$ cat src/rtl/user_io_pkg.sv
// Shared definitions for the user_io SPI control channel.
//   - Command byte codes understood by user_io_spi_slave.
//   - Frame state encoding of the SPI responder.
package user_io_pkg;

  localparam logic [7:0] CMD_BUT_SW   = 8'h01;
  localparam logic [7:0] CMD_JOY0     = 8'h02;
  localparam logic [7:0] CMD_JOY1     = 8'h03;
  localparam logic [7:0] CMD_KBD      = 8'h05;
  localparam logic [7:0] CMD_GET_CONF = 8'h14;
  localparam logic [7:0] CMD_STATUS8  = 8'h15;
  localparam logic [7:0] CMD_STATUS32 = 8'h1E;

  typedef enum logic [1:0] {
    IDLE    = 2'd0,
    CMD     = 2'd1,
    PAYLOAD = 2'd2
  } spi_state_t;

endpackage

$ cat src/rtl/user_io_kbd_fifo.sv
// Synchronous FIFO for PS/2 keyboard bytes.
// Ports:
//   clk, reset_n   system clock, asynchronous active-low reset
//   push/push_data write request and byte
//   pop            consumer request; honoured only while valid
//   head           byte at the head of the FIFO (0 when empty)
//   valid          FIFO not empty
//   overflow       one-clk pulse when a push is dropped on a full FIFO
// A push on a full FIFO is accepted when a pop happens in the same cycle.
module user_io_kbd_fifo #(
  parameter int unsigned DEPTH = 8,
  parameter int unsigned WIDTH = 8
) (
  input  logic             clk,
  input  logic             reset_n,
  input  logic             push,
  input  logic [WIDTH-1:0] push_data,
  input  logic             pop,
  output logic [WIDTH-1:0] head,
  output logic             valid,
  output logic             overflow
);

  localparam int unsigned AW = (DEPTH > 1) ? $clog2(DEPTH) : 1;

  logic [WIDTH-1:0] mem [DEPTH];
  logic [AW-1:0]    wr_ptr;
  logic [AW-1:0]    rd_ptr;
  logic [AW:0]      count;
  logic             full;
  logic             do_pop;
  logic             do_push;

  always_comb begin
    full    = (count == (AW+1)'(DEPTH));
    valid   = (count != '0);
    do_pop  = pop && valid;
    do_push = push && (!full || do_pop);
    head    = valid ? mem[rd_ptr] : '0;
  end

  always_ff @(posedge clk) begin
    if (do_push) mem[wr_ptr] <= push_data;
  end

  always_ff @(posedge clk or negedge reset_n) begin
    if (!reset_n) begin
      wr_ptr   <= '0;
      rd_ptr   <= '0;
      count    <= '0;
      overflow <= 1'b0;
    end else begin
      overflow <= push && !do_push;
      if (do_push) wr_ptr <= wr_ptr + AW'(1);
      if (do_pop)  rd_ptr <= rd_ptr + AW'(1);
      case ({do_push, do_pop})
        2'b10:   count <= count + (AW+1)'(1);
        2'b01:   count <= count - (AW+1)'(1);
        default: count <= count;
      endcase
    end
  end

endmodule

$ cat src/rtl/user_io_spi_slave.sv
// Guest-side SPI responder for the user_io control channel.
// SPI mode 0, MSB first; pins are oversampled by clk (>= 6x SCK).
// Ports:
//   clk, reset_n              system clock, asynchronous active-low reset
//   spi_sck/ss_n/mosi         asynchronous SPI inputs
//   spi_miso, spi_miso_oe     reply data and its enable (high while selected)
//   buttons, switches         OSD buttons / switches          (cmd 0x01)
//   joystick_0, joystick_1    joysticks, active high          (cmd 0x02/0x03)
//   status                    core status word                (cmd 0x15/0x1E)
//   conf_addr, conf_data      configuration-string ROM access (cmd 0x14)
//   kbd_data/valid/ready      keyboard byte FIFO head/handshake (cmd 0x05)
//   kbd_overflow              pulse when a keyboard byte is dropped
module user_io_spi_slave
  import user_io_pkg::*;
#(
  parameter logic [7:0]  CORE_TYPE      = 8'hA4,
  parameter int unsigned CONF_AW        = 10,
  parameter int unsigned KBD_FIFO_DEPTH = 8
) (
  input  logic               clk,
  input  logic               reset_n,
  input  logic               spi_sck,
  input  logic               spi_ss_n,
  input  logic               spi_mosi,
  output logic               spi_miso,
  output logic               spi_miso_oe,
  output logic [1:0]         buttons,
  output logic [1:0]         switches,
  output logic [7:0]         joystick_0,
  output logic [7:0]         joystick_1,
  output logic [31:0]        status,
  output logic [CONF_AW-1:0] conf_addr,
  input  logic [7:0]         conf_data,
  output logic [7:0]         kbd_data,
  output logic               kbd_valid,
  input  logic               kbd_ready,
  output logic               kbd_overflow
);

  // Synchronizers and edge detection
  logic [1:0] sck_sync;
  logic [1:0] ss_sync;
  logic [1:0] mosi_sync;
  logic       sck_q;
  logic       ss_q;
  logic       sck_rise;
  logic       sck_fall;
  logic       ss_fall;

  // ss_n chain resets to "selected" so that a frame is only recognised after
  // ss_n has been seen high and then falls again.
  always_ff @(posedge clk or negedge reset_n) begin
    if (!reset_n) begin
      sck_sync  <= '0;
      ss_sync   <= '0;
      mosi_sync <= '0;
      sck_q     <= 1'b0;
      ss_q      <= 1'b0;
    end else begin
      sck_sync  <= {sck_sync[0], spi_sck};
      ss_sync   <= {ss_sync[0], spi_ss_n};
      mosi_sync <= {mosi_sync[0], spi_mosi};
      sck_q     <= sck_sync[1];
      ss_q      <= ss_sync[1];
    end
  end

  always_comb begin
    sck_rise = sck_sync[1] && !sck_q;
    sck_fall = !sck_sync[1] && sck_q;
    ss_fall  = !ss_sync[1] && ss_q;
  end

  // Frame engine
  spi_state_t   state;
  logic [2:0]   bit_cnt;
  logic [6:0]   rx_sr;
  logic [7:0]   rx_byte;
  logic [7:0]   cmd_q;
  logic [7:0]   byte_idx;
  logic [7:0]   miso_sr;
  logic [1:0]   load_pipe;
  logic [23:0]  status_shadow;
  logic         kbd_push;

  always_comb begin
    rx_byte  = {rx_sr, mosi_sync[1]};
    kbd_push = !ss_sync[1] && (state == PAYLOAD) && sck_rise &&
               (bit_cnt == 3'd7) && (cmd_q == CMD_KBD);
  end

  assign spi_miso = miso_sr[7];

  // The next reply byte is loaded two clks after a byte completes, so that
  // conf_data has had a full clk to follow the new conf_addr. The falling
  // SCK edge that closes a byte (bit_cnt back at 0) must not shift, otherwise
  // the freshly loaded MSB would be lost.
  always_ff @(posedge clk or negedge reset_n) begin
    if (!reset_n) begin
      state         <= IDLE;
      bit_cnt       <= '0;
      rx_sr         <= '0;
      cmd_q         <= '0;
      byte_idx      <= '0;
      miso_sr       <= '0;
      load_pipe     <= '0;
      spi_miso_oe   <= 1'b0;
      buttons       <= '0;
      switches      <= '0;
      joystick_0    <= '0;
      joystick_1    <= '0;
      status        <= '0;
      status_shadow <= '0;
      conf_addr     <= '0;
    end else begin
      load_pipe <= {load_pipe[0], 1'b0};
      if (ss_sync[1]) begin
        state       <= IDLE;
        bit_cnt     <= '0;
        miso_sr     <= '0;
        load_pipe   <= '0;
        spi_miso_oe <= 1'b0;
      end else begin
        case (state)
          IDLE: begin
            if (ss_fall) begin
              state       <= CMD;
              bit_cnt     <= '0;
              miso_sr     <= CORE_TYPE;
              spi_miso_oe <= 1'b1;
            end
          end
          CMD, PAYLOAD: begin
            if (sck_rise) begin
              rx_sr   <= rx_byte[6:0];
              bit_cnt <= bit_cnt + 3'd1;
              if (bit_cnt == 3'd7) begin
                load_pipe <= 2'b01;
                if (state == CMD) begin
                  cmd_q    <= rx_byte;
                  byte_idx <= '0;
                  state    <= PAYLOAD;
                  if (rx_byte == CMD_GET_CONF) conf_addr <= '0;
                end else begin
                  if (byte_idx != 8'hFF) byte_idx <= byte_idx + 8'd1;
                  case (cmd_q)
                    CMD_BUT_SW: begin
                      if (byte_idx == 8'd0) begin
                        switches <= rx_byte[3:2];
                        buttons  <= rx_byte[1:0];
                      end
                    end
                    CMD_JOY0: begin
                      if (byte_idx == 8'd0) joystick_0 <= rx_byte;
                    end
                    CMD_JOY1: begin
                      if (byte_idx == 8'd0) joystick_1 <= rx_byte;
                    end
                    CMD_STATUS8: begin
                      if (byte_idx == 8'd0) status[7:0] <= rx_byte;
                    end
                    CMD_STATUS32: begin
                      case (byte_idx)
                        8'd0:    status_shadow[7:0]   <= rx_byte;
                        8'd1:    status_shadow[15:8]  <= rx_byte;
                        8'd2:    status_shadow[23:16] <= rx_byte;
                        8'd3:    status <= {rx_byte, status_shadow};
                        default: ;
                      endcase
                    end
                    CMD_GET_CONF: conf_addr <= conf_addr + CONF_AW'(1);
                    default: ;
                  endcase
                end
              end
            end else if (load_pipe[1]) begin
              miso_sr <= (cmd_q == CMD_GET_CONF) ? conf_data : '0;
            end else if (sck_fall && (bit_cnt != 3'd0)) begin
              miso_sr <= {miso_sr[6:0], 1'b0};
            end
          end
          default: state <= IDLE;
        endcase
      end
    end
  end

  user_io_kbd_fifo #(
    .DEPTH (KBD_FIFO_DEPTH),
    .WIDTH (8)
  ) u_kbd_fifo (
    .clk       (clk),
    .reset_n   (reset_n),
    .push      (kbd_push),
    .push_data (rx_byte),
    .pop       (kbd_ready),
    .head      (kbd_data),
    .valid     (kbd_valid),
    .overflow  (kbd_overflow)
  );

endmodule

$ cat config.mk
export PLATFORM = sky130hd
export DESIGN_NAME = user_io_spi_slave
export DESIGN_NICKNAME = d
export VERILOG_FILES = /design/src/rtl/user_io_pkg.sv /design/src/rtl/user_io_kbd_fifo.sv /design/src/rtl/user_io_spi_slave.sv
export SDC_FILE = /design/constraint.sdc
export NUM_CORES = 1
export LEC_CHECK = 0
export ABC_CLOCK_PERIOD_IN_PS = 4000
export BUFFER_PORTS_ARGS = -buffer_cell sky130_fd_sc_hd__buf_2
export CAP_MARGIN = 0
export CORE_MARGIN = 4
export CORE_UTILIZATION = 50
export CTS_CLUSTER_DIAMETER = 200
export DETAILED_ROUTE_END_ITERATION = 10
export PLACE_DENSITY = 0.69
export SLEW_MARGIN = 15
export SYNTH_ARGS = -nofsm -noshare
export SYNTH_HDL_FRONTEND = slang
export SYNTH_SLANG_ARGS = --single-unit
$ cat constraint.sdc
create_clock -name clk -period 4 [get_ports clk]
set_input_delay 0.8 -clock clk [delete_from_list [all_inputs] [get_ports clk]]
set_output_delay 0.8 -clock clk [all_outputs]
set_load 0.05 [all_outputs]
# --- After elaboration in Yosys (flattened, before gate mapping) ---
# Memory sizes are Yosys's and may differ from the RTL's.
# Cells that the tools add are included.
classes:
  bitwise: 2
  addsub: 7
  n_reduce_logical: 45
  n_eq_ne: 27
  mux: 36
op_table:
  columns: ["cell", "count"]
  rows:
  - ["$mux W8", 11]
  - ["$reduce_and A7 Y1", 7]
  - ["$eq A8 B2 Y1 const B", 4]
  - ["$eq A8 B5 Y1 const B", 4]
  - ["$pmux W8 S2", 2]
  - ["$mux W10", 3]
  - ["$mux W2", 9]
  - ["$eq A8 B1 Y1 const B", 2]
  - ["$ne A3 B3 Y1 const B", 5]
  - ["$reduce_bool A2 Y1", 6]
  - ["$logic_and A1 B1 Y1", 11]
  - ["$add A10 B1 Y10 const B", 1]
  - ["$reduce_and A5 Y1", 2]
  - ["$add A3 B1 Y3 const B", 3]
  - ["$mux W3", 3]
  - ["$add A8 B1 Y8 const B", 1]
  - ["$eq A8 B3 Y1 const B", 1]
  - ["$logic_not A8 Y1", 1]
  - ["$ne A8 B8 Y1 const B", 1]
  - ["$pmux W4 S2", 1]
  - ["$reduce_and A4 Y1", 2]
  - ["$reduce_and A8 Y1", 1]
  - ["$pmux W3 S2", 1]
  - ["$reduce_and A3 Y1", 2]
  - ["other kinds (20)", 33]
word_totals:
  ff_bits: 144
  memories: 1
  output_inout_bits: 74
  in_bits: 14
  ramBits: 64
  wordCells: 145
memory_table:
  columns: ["name", "words", "word_bits", "read_ports", "rd_ports_with_merged_regs", "write_ports", "line_no", "rtl"]
  rows:
  - ["u_kbd_fifo.mem", 8, 8, 1, 0, 1, "user_io_kbd_fifo.sv:26", "logic [WIDTH-1:0] mem [DEPTH];"]

# --- Logic depth before layout (Yosys ltp) ---
# Gate-level depths: netlist of run 1.
depth:
  ltp_word: 8
  mapped_depth: 13
  ltp_nobuf: 12

# --- Cells and area by module ---
# A second synthesis of run 1 with hierarchy kept.
unflattened:
  cells_unflattened: 624
  hier_area_um2: 9137.5
by_module_without_submodules:
  columns: ["mod", "cells_per_inst", "area_per_inst_um2", "instances", "seq_area_each_um2"]
  rows:
  - ["user_io_spi_slave", 452, 5948.2, 1, 3328.2]
  - ["user_io_kbd_fifo", 172, 3189.3, 1, 2197.1]

# --- Worst setup path after synthesis of run 1 ---
# No wires, ideal clock.
synth_path:
  path_type: "flip-flop to flip-flop"
  from: "reg u_kbd_fifo.count[1]"
  to: "reg u_kbd_fifo.count[2]"
  arrival_time_ps: 2861
  setup_ps: 127
  path_slack_ps: 1012
  required_ps: 3873
  path_stages_with_launch: 13
  cell_sequence: "dfrtp_1 clkbuf_1 nor4_2 inv_1 and2_1 clkbuf_1 ha_1 xor2_1 ha_1 a21oi_1 xor2_1 nor2_1 xor2_1"
synth_between:
  elab_chain_cells: 6
  elab_cells_between_ends: 12
  cone_classes: "add/sub (2); eq/ne (3); mux (1); reduce/logical (6)"
synth_lines:
  columns: ["element", "line_no", "rtl"]
  rows:
  - ["from (decl)", "user_io_kbd_fifo.sv:29", "logic [AW:0] count;"]
  - ["from (signal assigned)", "user_io_kbd_fifo.sv:57", "2'b10: count <= count + (AW+1)'(1);"]
  - ["from (signal assigned)", "user_io_kbd_fifo.sv:58", "2'b01: count <= count - (AW+1)'(1);"]
  - ["from (signal assigned)", "user_io_kbd_fifo.sv:59", "default: count <= count;"]
  - ["$reduce_bool A4 Y1 *", "user_io_kbd_fifo.sv:36", "valid = (count != '0);"]
  - ["via kbd_valid", "user_io_spi_slave.sv:35", "output logic kbd_valid,"]
  - ["$logic_and A1 B1 Y1 *", "user_io_kbd_fifo.sv:37", "do_pop = pop && valid;"]
  - ["via u_kbd_fifo.do_pop", "user_io_kbd_fifo.sv:31", "logic do_pop;"]
  - ["$logic_or A1 B1 Y1", "user_io_kbd_fifo.sv:38", "do_push = push && (!full || do_pop);"]
  - ["$logic_and A1 B1 Y1", "user_io_kbd_fifo.sv:38", null]
  - ["$eq A2 B1 Y1 / $eq A2 B2 Y1 (equally long branches)", "user_io_kbd_fifo.sv:56", "case ({do_push, do_pop})"]
  - ["$pmux W4 S2 / $reduce_bool A2 Y1 (equally long branches)", null, null]
# Mark *: on every way through the listed nets, which the timed path passes. The rest lies on a longest branch.
# A chain may end at the register's enable or synchronous reset.

# --- Worst setup path in the final report of run 1 ---
layout_path:
  from: "reg u_kbd_fifo.rd_ptr[0]"
  to: "out kbd_data[7]"
layout_between:
  elab_chain_cells: 2
layout_lines:
  columns: ["element", "line_no", "rtl"]
  rows:
  - ["from (decl)", "user_io_kbd_fifo.sv:28", "logic [AW-1:0] rd_ptr;"]
  - ["from (signal assigned)", "user_io_kbd_fifo.sv:55", "if (do_pop) rd_ptr <= rd_ptr + AW'(1);"]
  - ["$mem_v2 Z8 W8", null, null]
  - ["$mux W8", "user_io_kbd_fifo.sv:39", "head = valid ? mem[rd_ptr] : '0;"]
  - ["to (decl)", "user_io_spi_slave.sv:34", "output logic [7:0] kbd_data,"]
# Every way passes these cells.

==> Flow_metrics.wiki, run 1 <==
{| class="wikitable"
! Metric !! Value
|-
| Number of register bits inferred by synthesis || 208
|-
| Layout cell share with drive strength beyond 1 || 37.1%
|-
| Transition time at the pin with the least slew margin || 0.984 ns
|-
| Critical-path maximum fanout || 13
|-
| Number of distinct library cells after synthesis || 68
|-
| Sum of routed wire length over all layers || 18.5 mm
|-
| Max_cap viols || 0
|-
| Remaining max-slew budget at the tightest pin || 34.4%
|-
| Remaining global-route overflow || 0
|-
| Leading register cell type out of synthesis || sky130_fd_sc_hd__dfrtp_1
|-
| Vertical extent of the die || 143 µm
|-
| Total standard cell area after synthesis || 9120 µm²
|-
| Setup crit start kind || flip-flop
|-
| Metal1 wirelength || 8.25 mm
|-
| Cell breakdown of the critical path || buf_4 > mux4_2 > mux2i_1 > nor2_1 > buf_2
|-
| Initial core utilization || 50.8%
|-
| Detail Placement HPWL || 12.4 mm
|-
| Count of flip-flops with a built-in enable after synthesis || 64
|-
| Sequential element share of the synthesized area || 60.6%
|-
| Average cell area after synthesis || 15.0 µm²
|-
| Outcome || complete, no violations
|-
| Power consumption || 4.36 mW
|-
| Remaining DRCs || 0
|-
| Antenna viol nets, final || 0
|-
| Total count of hold-check failures in the final report || 0
|-
| Class of the tightest hold or removal check || reg -> reg
|-
| Vias || 5468
|-
| Area used by multi-input combinational logic || 3390 µm²
|-
| Ranking of synthesized cells by instance count || 144 x sky130_fd_sc_hd__dfrtp_1, 83 x sky130_fd_sc_hd__mux2_2, 64 x sky130_fd_sc_hd__edfxtp_1, 20 x sky130_fd_sc_hd__mux2_4
|-
| Clock skew || 0.0121 ns
|-
| Cell types occupying the most area after synthesis || sky130_fd_sc_hd__dfrtp_1 39%, sky130_fd_sc_hd__edfxtp_1 21%, sky130_fd_sc_hd__mux2_2 10%
|-
| Number of buffers created by CTS || 22
|-
| Max Used Layer || met4
|-
| Chip width || 143 µm
|-
| Number of pins with negative max-slew slack in the final report || 0
|-
| Last weighted congestion value of the routability-driven placer || 0.814
|-
| Pin count of the biggest net entering global routing || 104
|-
| Setup-failing EPs final || 0
|-
| Synthesized netlist cell count || 607
|-
| Proportion of synthesized flip-flops having asynchronous set or reset || 69.2%
|-
| Number of cells upsized or downsized after cts || 0
|-
| Global-route wire length before repair || 30.1 mm
|-
| Yosys top cell area share || 39.5%
|-
| Clock tree from TritonCTS || done
|-
| Detailed Routing Iterations Pass 1 || 4
|-
| Highest cell delay on the worst timing path || 0.54 ns
|-
| Critical Setup Path Class || reg -> out
|-
| Clock latency at the later pin of the worst-skew pair || 0.49 ns
|-
| Number of buffers inserted by post-CTS setup repair || 0
|-
| Post-synth net total || 637
|-
| Arrival time of data at the critical path endpoint || 2.34 ns
|-
| Largest area contributor in the synthesized netlist || sky130_fd_sc_hd__dfrtp_1
|-
| Power density over the cells || 414 nW/µm²
|-
| Clk sinks || 208
|-
| Clock slew at the register clock pins of the worst setup and hold paths || 0.06 ns
|-
| Detailed Route Iter0 Violations || 399
|-
| Count of inserted antenna diode cells || 0
|-
| Filler Cell Count || 1399
|-
| Leakage component of the power || 4.64 nW
|-
| Level count of the clock H-tree || 1
|-
| Final #Nets || 734
|-
| WL/cell || 19.5 µm
|-
| TNS Setup || 0 ns
|-
| Number of buffers on the longest clock path || 3
|-
| Final worst-path cycle share || 78.5%
|-
| Post-cts hold buffer count || 0
|-
| IO Pins || 88
|-
| Full die area || 20500 µm²
|-
| Sequential standard cell area || 5530 µm²
|-
| Vias per inst || 5.76
|-
| Number of global-route vias before repair || 5676
|-
| Yosys synthesis warning count || 0
|-
| Top-count cell post-synth || sky130_fd_sc_hd__dfrtp_1
|-
| # rows || 49
|-
| Overall track demand over capacity in global routing || 18.3%
|-
| Area grow syn2layout || 15.5%
|-
| Type of element capturing the critical path || primary output
|-
| Core area || 18000 µm²
|-
| Number of antenna violations at the first check in global routing || 0
|-
| Worst-path cell with the longest stage delay || sky130_fd_sc_hd__mux4_2
|-
| Setup repair after global routing missed its margin || false
|-
| Highest ir drop seen on vdd || 0.000396 V
|-
| Met2 wire length || 9.11 mm
|-
| Total of buffers placed on input and output ports || 87
|-
| Wire length on met3 || 737 µm
|-
| Clock Root Buffer || sky130_fd_sc_hd__clkbuf_16
|-
| Fmax || 0.319 GHz
|-
| Crit path time final || 3.14 ns
|-
| Required arrival time at the worst endpoint || 3.20 ns
|}
-- cells in the final DEF (no fill, tap or decap), drive strengths merged, types with 3 or more instances in the layout --
cell and instances:
nor4bb 3, nor4b 6, mux2 104, a221oi 3
clkbuf 34, xnor2 6, and4 3, ha 16
or3 4, nor4 11, nand4 8, o21ai 8
nor3 5, a211oi 3, a2111oi 5, o2bb2ai 11
mux2i 12, inv 18, xor2 4, o31ai 3
buf 102, and2 6, mux4 16, nor2 18
nand2b 5, a21oi 10, nand3 9, a31oi 6
nand2 19, or4 3, dfrtp 144, nor2b 7
nand4b 3, edfxtp 64, o21bai 5, a22oi 4
clkinv 7, a22o 3
-- metal layers --
layer	GRT usage, %	vias to the layer above
met1	24.8	2804
met3	2.95	30
met4	4.40	0
met5	0	-
li1	-	2503
met2	31.4	131
-- registers in the layout (all words and copies together) (netlist names), 3 cells and up --
name               flops
u_kbd_fifo.wr_ptr      3
joystick_0             8
rx_sr                  7
u_kbd_fifo.rd_ptr      3
status                32
u_kbd_fifo.count       4
byte_idx               8
miso_sr                8
bit_cnt                3
status_shadow         24
u_kbd_fifo.mem        64
conf_addr             10
joystick_1             8
cmd_q                  8
-- power breakdown --
| part | internal [mW] | switching [mW] | leakage [nW] |
|---|---|---|---|
| Sequential | 2.23 | 0.0534 | 2.56 |
| Clock | 1.16 | 0.764 | 0.337 |
| Combinational | 0.0519 | 0.102 | 1.74 |
| Total | 3.44 | 0.919 | 4.64 |
-- kinds of logic (layout without fill, tap and decap cells) --
family | count (synthesis) | after routing | share of synthesized area [%]
compound gates | 73 | 73 | 6.09
xor+xnor | 10 | 10 | 0.960
fa+ha+maj | 16 | 16 | 2.19
buf+inv | 49 | 162 | 2.33
flops | 208 | 208 | 60.6
mux | 132 | 132 | 18.9
simple gates | 119 | 119 | 8.94
-- cell type report --
| class | count | share of cell area (%) |
|---|---|---|
| Inverter | 20 | 0.713 |
| Multi-Input combinational cell | 350 | 32.2 |
| Timing Repair Buffer | 102 | 5.38 |
| Tap cell | 229 | 2.72 |
| Sequential cell | 208 | 52.4 |
| Clock inverter | 6 | 0.499 |
| Clock buffer | 34 | 6.05 |
-- per-stage QoR --
stage / setup WS, ns / utilization, % / hold WS, ns / cells / instance area (µm²)
3_5_place_dp: 0.914 / 54.8 / 0.335 / 909 / 9850
2_1_floorplan: 1.01 / - / 0.331 / 607 / 9120
3_3_place_gp: 1.03 / 54.8 / 0.336 / 909 / 9850
5_1_grt: 0.581 / 58.6 / 0.349 / 949 / 10500
6_report: 0.861 / 58.6 / 0.345 / 949 / 10500
4_1_cts: 0.799 / 58.6 / 0.347 / 949 / 10500
-- worst max-delay path, delay by kind of cell, from the launching register on --
family	cells	cell delay (ns)
mux	2	0.72
simple gates	1	0.05
buf+inv	2	0.55
flops	1	0.52
-- path summary, 6_finish.rpt --
path                                      start              endpoint  slack (ns)  depth (start not counted)
setup / recovery           u_kbd_fifo.rd_ptr[0]           kbd_data[7]        0.86                          5
min in group asynchronous               reset_n  u_kbd_fifo.rd_ptr[0]        0.41                          1
hold / removal                       ss_sync[0]            ss_sync[1]        0.35                          0
hold reg to reg                      ss_sync[0]            ss_sync[1]        0.35                          0
max in group asynchronous               reset_n           switches[1]        2.80                          2
setup reg to reg                     bit_cnt[0]   u_kbd_fifo.count[2]        0.90                         12
Power figures use the tool's default switching activity.
==> inputs of run 2 (changes only) <==
--- a/config.mk
+++ b/config.mk
@@ -5,14 +5,14 @@
 export SDC_FILE = /design/constraint.sdc
 export NUM_CORES = 1
 export LEC_CHECK = 0
-export ABC_CLOCK_PERIOD_IN_PS = 4000
+export ABC_CLOCK_PERIOD_IN_PS = 2600
 export BUFFER_PORTS_ARGS = -buffer_cell sky130_fd_sc_hd__buf_2
 export CAP_MARGIN = 0
 export CORE_MARGIN = 4
 export CORE_UTILIZATION = 50
 export CTS_CLUSTER_DIAMETER = 200
 export DETAILED_ROUTE_END_ITERATION = 10
-export PLACE_DENSITY = 0.69
+export PLACE_DENSITY = 0.72
 export SLEW_MARGIN = 15
 export SYNTH_ARGS = -nofsm -noshare
 export SYNTH_HDL_FRONTEND = slang
==> constraint.sdc (replaced) <==
create_clock -name clk -period 2.6 [get_ports clk]
set_input_delay 0.52 -clock clk [delete_from_list [all_inputs] [get_ports clk]]
set_output_delay 0.52 -clock clk [all_outputs]
set_load 0.05 [all_outputs]
==> run 2 against run 1 <==
Setup slack worse by 0.82 ns. Register-to-register slack lost 0.78 ns. Clock power increased by 70%. Worst hold slack worse by 0.34 ns. Utilization up 3.0 points.
==> Flow_metrics.wiki, run 2 (same netlist as run 1, synthesis figures left out) <==
{| class="wikitable"
! Metric !! Value
|-
| Register-to-register path setup slack || 0.12 ns
|-
| Fmax || 0.390 GHz
|-
| Startpoint of the most critical register-to-register path || bit_cnt[0]
|-
| Level count of the clock H-tree || 1
|-
| Power consumption || 7.05 mW
|-
| WL/cell || 19.9 µm
|-
| Clock Root Buffer || sky130_fd_sc_hd__clkbuf_16
|-
| Clock tree from TritonCTS || done
|-
| Setup repair after global routing missed its margin || true
|-
| Final #Nets || 768
|-
| Total of buffers placed on input and output ports || 87
|-
| Worst Reg-to-Reg Cells || 11
|-
| Max_cap viols || 0
|-
| Highest ir drop seen on vdd || 0.000446 V
|-
| Final worst-path cycle share || 98.6%
|-
| IO Pins || 88
|-
| Filler Cell Count || 1318
|-
| Cell breakdown of the critical path || buf_12 > mux4_2 > mux2i_2 > nor2_2 > buf_6
|-
| Setup-failing EPs final || 0
|-
| Remaining global-route overflow || 0
|-
| Clock skew || 0.0106 ns
|-
| Class of the tightest hold or removal check || in -> async
|-
| Worst r2r dst || u_kbd_fifo.count[3]
|-
| Detailed Route Iter0 Violations || 352
|-
| Outcome || complete, no violations
|-
| Remaining max-slew budget at the tightest pin || 51.5%
|-
| Clk sinks || 208
|-
| Antenna viol nets, final || 0
|-
| Initial core utilization || 50.8%
|-
| Number of pins with negative max-slew slack in the final report || 0
|-
| Arrival time of data at the critical path endpoint || 2.04 ns
|-
| Total count of hold-check failures in the final report || 0
|-
| Critical-path maximum fanout || 9
|-
| Layout cell share with drive strength beyond 1 || 43.8%
|-
| Number of buffers on the longest clock path || 3
|-
| Power density over the cells || 637 nW/µm²
|-
| Global-route wire length before repair || 32.2 mm
|-
| Number of global-route vias before repair || 6031
|-
| Most common cell after layout, fill and taps aside || sky130_fd_sc_hd__dfrtp_1
|-
| Critical Setup Path Class || reg -> out
|-
| Worst-path cell with the longest stage delay || sky130_fd_sc_hd__mux4_2
|-
| Highest-count cells in the layout ignoring fill and taps || 142 x sky130_fd_sc_hd__dfrtp_1, 83 x sky130_fd_sc_hd__mux2_2, 78 x sky130_fd_sc_hd__buf_2
|-
| Area grow syn2layout || 21.4%
|-
| Sum of routed wire length over all layers || 19.6 mm
|-
| Area used by multi-input combinational logic || 3500 µm²
|-
| Kind of cell with the highest combined delay on the critical path || multiplexers
|-
| Pin count of the biggest net entering global routing || 67
|-
| Worst Path Buf+Inv || 2
|-
| Required arrival time at the worst endpoint || 2.08 ns
|-
| Vias || 5611
|-
| Number of buffers created by CTS || 23
|-
| Vertical extent of the die || 143 µm
|-
| Core area || 18000 µm²
|-
| Count of inserted antenna diode cells || 0
|-
| Number of antenna violations at the first check in global routing || 0
|-
| Leakage component of the power || 4.89 nW
|-
| Highest cell delay on the worst timing path || 0.52 ns
|-
| TNS Setup || 0 ns
|-
| Number of flip-flops in the largest register || 64
|-
| Detailed Routing Iterations Pass 1 || 4
|-
| Vias per inst || 5.71
|-
| Transition time at the pin with the least slew margin || 0.722 ns
|-
| Clock latency at the later pin of the worst-skew pair || 0.51 ns
|-
| Full die area || 20500 µm²
|-
| Last weighted congestion value of the routability-driven placer || 0.813
|-
| Detail Placement HPWL || 13.0 mm
|-
| Type of element capturing the critical path || primary output
|-
| Largest registers in the final layout || u_kbd_fifo.mem: 64 flops, status: 32 flops, status_shadow: 24 flops
|-
| Setup crit start kind || flip-flop
|-
| Remaining DRCs || 0
|-
| Overall track demand over capacity in global routing || 19.8%
|-
| Sequential standard cell area || 5530 µm²
|-
| # rows || 49
|-
| Crit path time final || 2.56 ns
|-
| Chip width || 143 µm
|-
| Register with the highest flop count || u_kbd_fifo.mem
|-
| Clock slew at the register clock pins of the worst setup and hold paths || 0.05 ns
|}
run 2: cell types whose count changed in the layout (fill, tap and decap cells not counted), moves of 5 or more:
cell | previous run | this run
sky130_fd_sc_hd__buf_2 | 86 | 78
sky130_fd_sc_hd__buf_4 | 14 | 45
sky130_fd_sc_hd__buf_6 | 1 | 8
sky130_fd_sc_hd__clkbuf_1 | 9 | 4
sky130_fd_sc_hd__nor2_1 | 18 | 10
sky130_fd_sc_hd__nor2_2 | 0 | 8
run 2: stage by stage:
| step | worst slack (ns) | std cells | hold WS (ns) | util [%] | cell area [µm²] |
|---|---|---|---|---|---|
| after global routing | -0.0661 | 983 | 0.0471 | 61.7 | 11100 |
| after floorplan | -0.294 | 607 | 0.224 | - | 9160 |
| after CTS | 0.00507 | 981 | 0.0248 | 61.2 | 11000 |
| after detailed placement | 0.0135 | 938 | 0.335 | 56.4 | 10100 |
| after global placement | 0.133 | 938 | 0.335 | 56.4 | 10100 |
| final | 0.0361 | 983 | 0.00612 | 61.7 | 11100 |
run 2: report_power, final:
group	internal (mW)	switching [mW]
Clock	1.98	1.29
Combinational	0.102	0.230
Sequential	3.43	0.0212
Total	5.51	1.54
run 2: layout make-up:
type                            instances  area share, %
Inverter                               20          0.678
Clock buffer                           34           6.30
Clock inverter                          7          0.779
Tap cell                              229           2.59
Sequential cell                       208           49.9
Timing Repair Buffer                  135           8.18
Multi-Input combinational cell        350           31.6
run 2: worst max-delay path by stage:
stage | startpoint | end | slack [ns] | cells after the start
after floorplan | bit_cnt[0] | u_kbd_fifo.mem[2][0] | -0.29 | 7
after global placement | bit_cnt[0] | u_kbd_fifo.count[2] | 0.13 | 12
after detailed placement | bit_cnt[0] | u_kbd_fifo.count[3] | 0.01 | 11
after CTS | u_kbd_fifo.rd_ptr[0] | kbd_data[7] | 0.005 | 5
after global routing | bit_cnt[0] | u_kbd_fifo.count[3] | -0.07 | 11
final | u_kbd_fifo.rd_ptr[0] | kbd_data[0] | 0.04 | 5
run 2: routing by layer:
metal,up-vias,global-route usage (%),share of wire (%)
met5,-,0,0
met3,22,2.78,3.6
li1,2571,-,-
met2,123,34.6,51
met1,2895,26.3,44
met4,0,4.55,1.7
run 2: worst reg2reg max path, cell delays in order (launching register included):
cell	delay [ns]
sky130_fd_sc_hd__dfrtp_1	0.38
sky130_fd_sc_hd__ha_1	0.16
sky130_fd_sc_hd__ha_2	0.18
sky130_fd_sc_hd__nor4bb_4	0.23
sky130_fd_sc_hd__and4_4	0.28
sky130_fd_sc_hd__nand2_1	0.08
sky130_fd_sc_hd__buf_4	0.19
sky130_fd_sc_hd__ha_2	0.22
sky130_fd_sc_hd__nand3b_1	0.19
sky130_fd_sc_hd__a211oi_2	0.20
sky130_fd_sc_hd__o21bai_1	0.11
sky130_fd_sc_hd__xnor2_1	0.13
run 2: what timing repair did:
item | CTS | global route
pin swaps | 1 | 3
setup buffers | 1 | 2
cloned | 1 | 0
gates resized for setup | 19 | 17
hold buffers | 0 | 0
endpoints found under the setup margin | 9 | 38
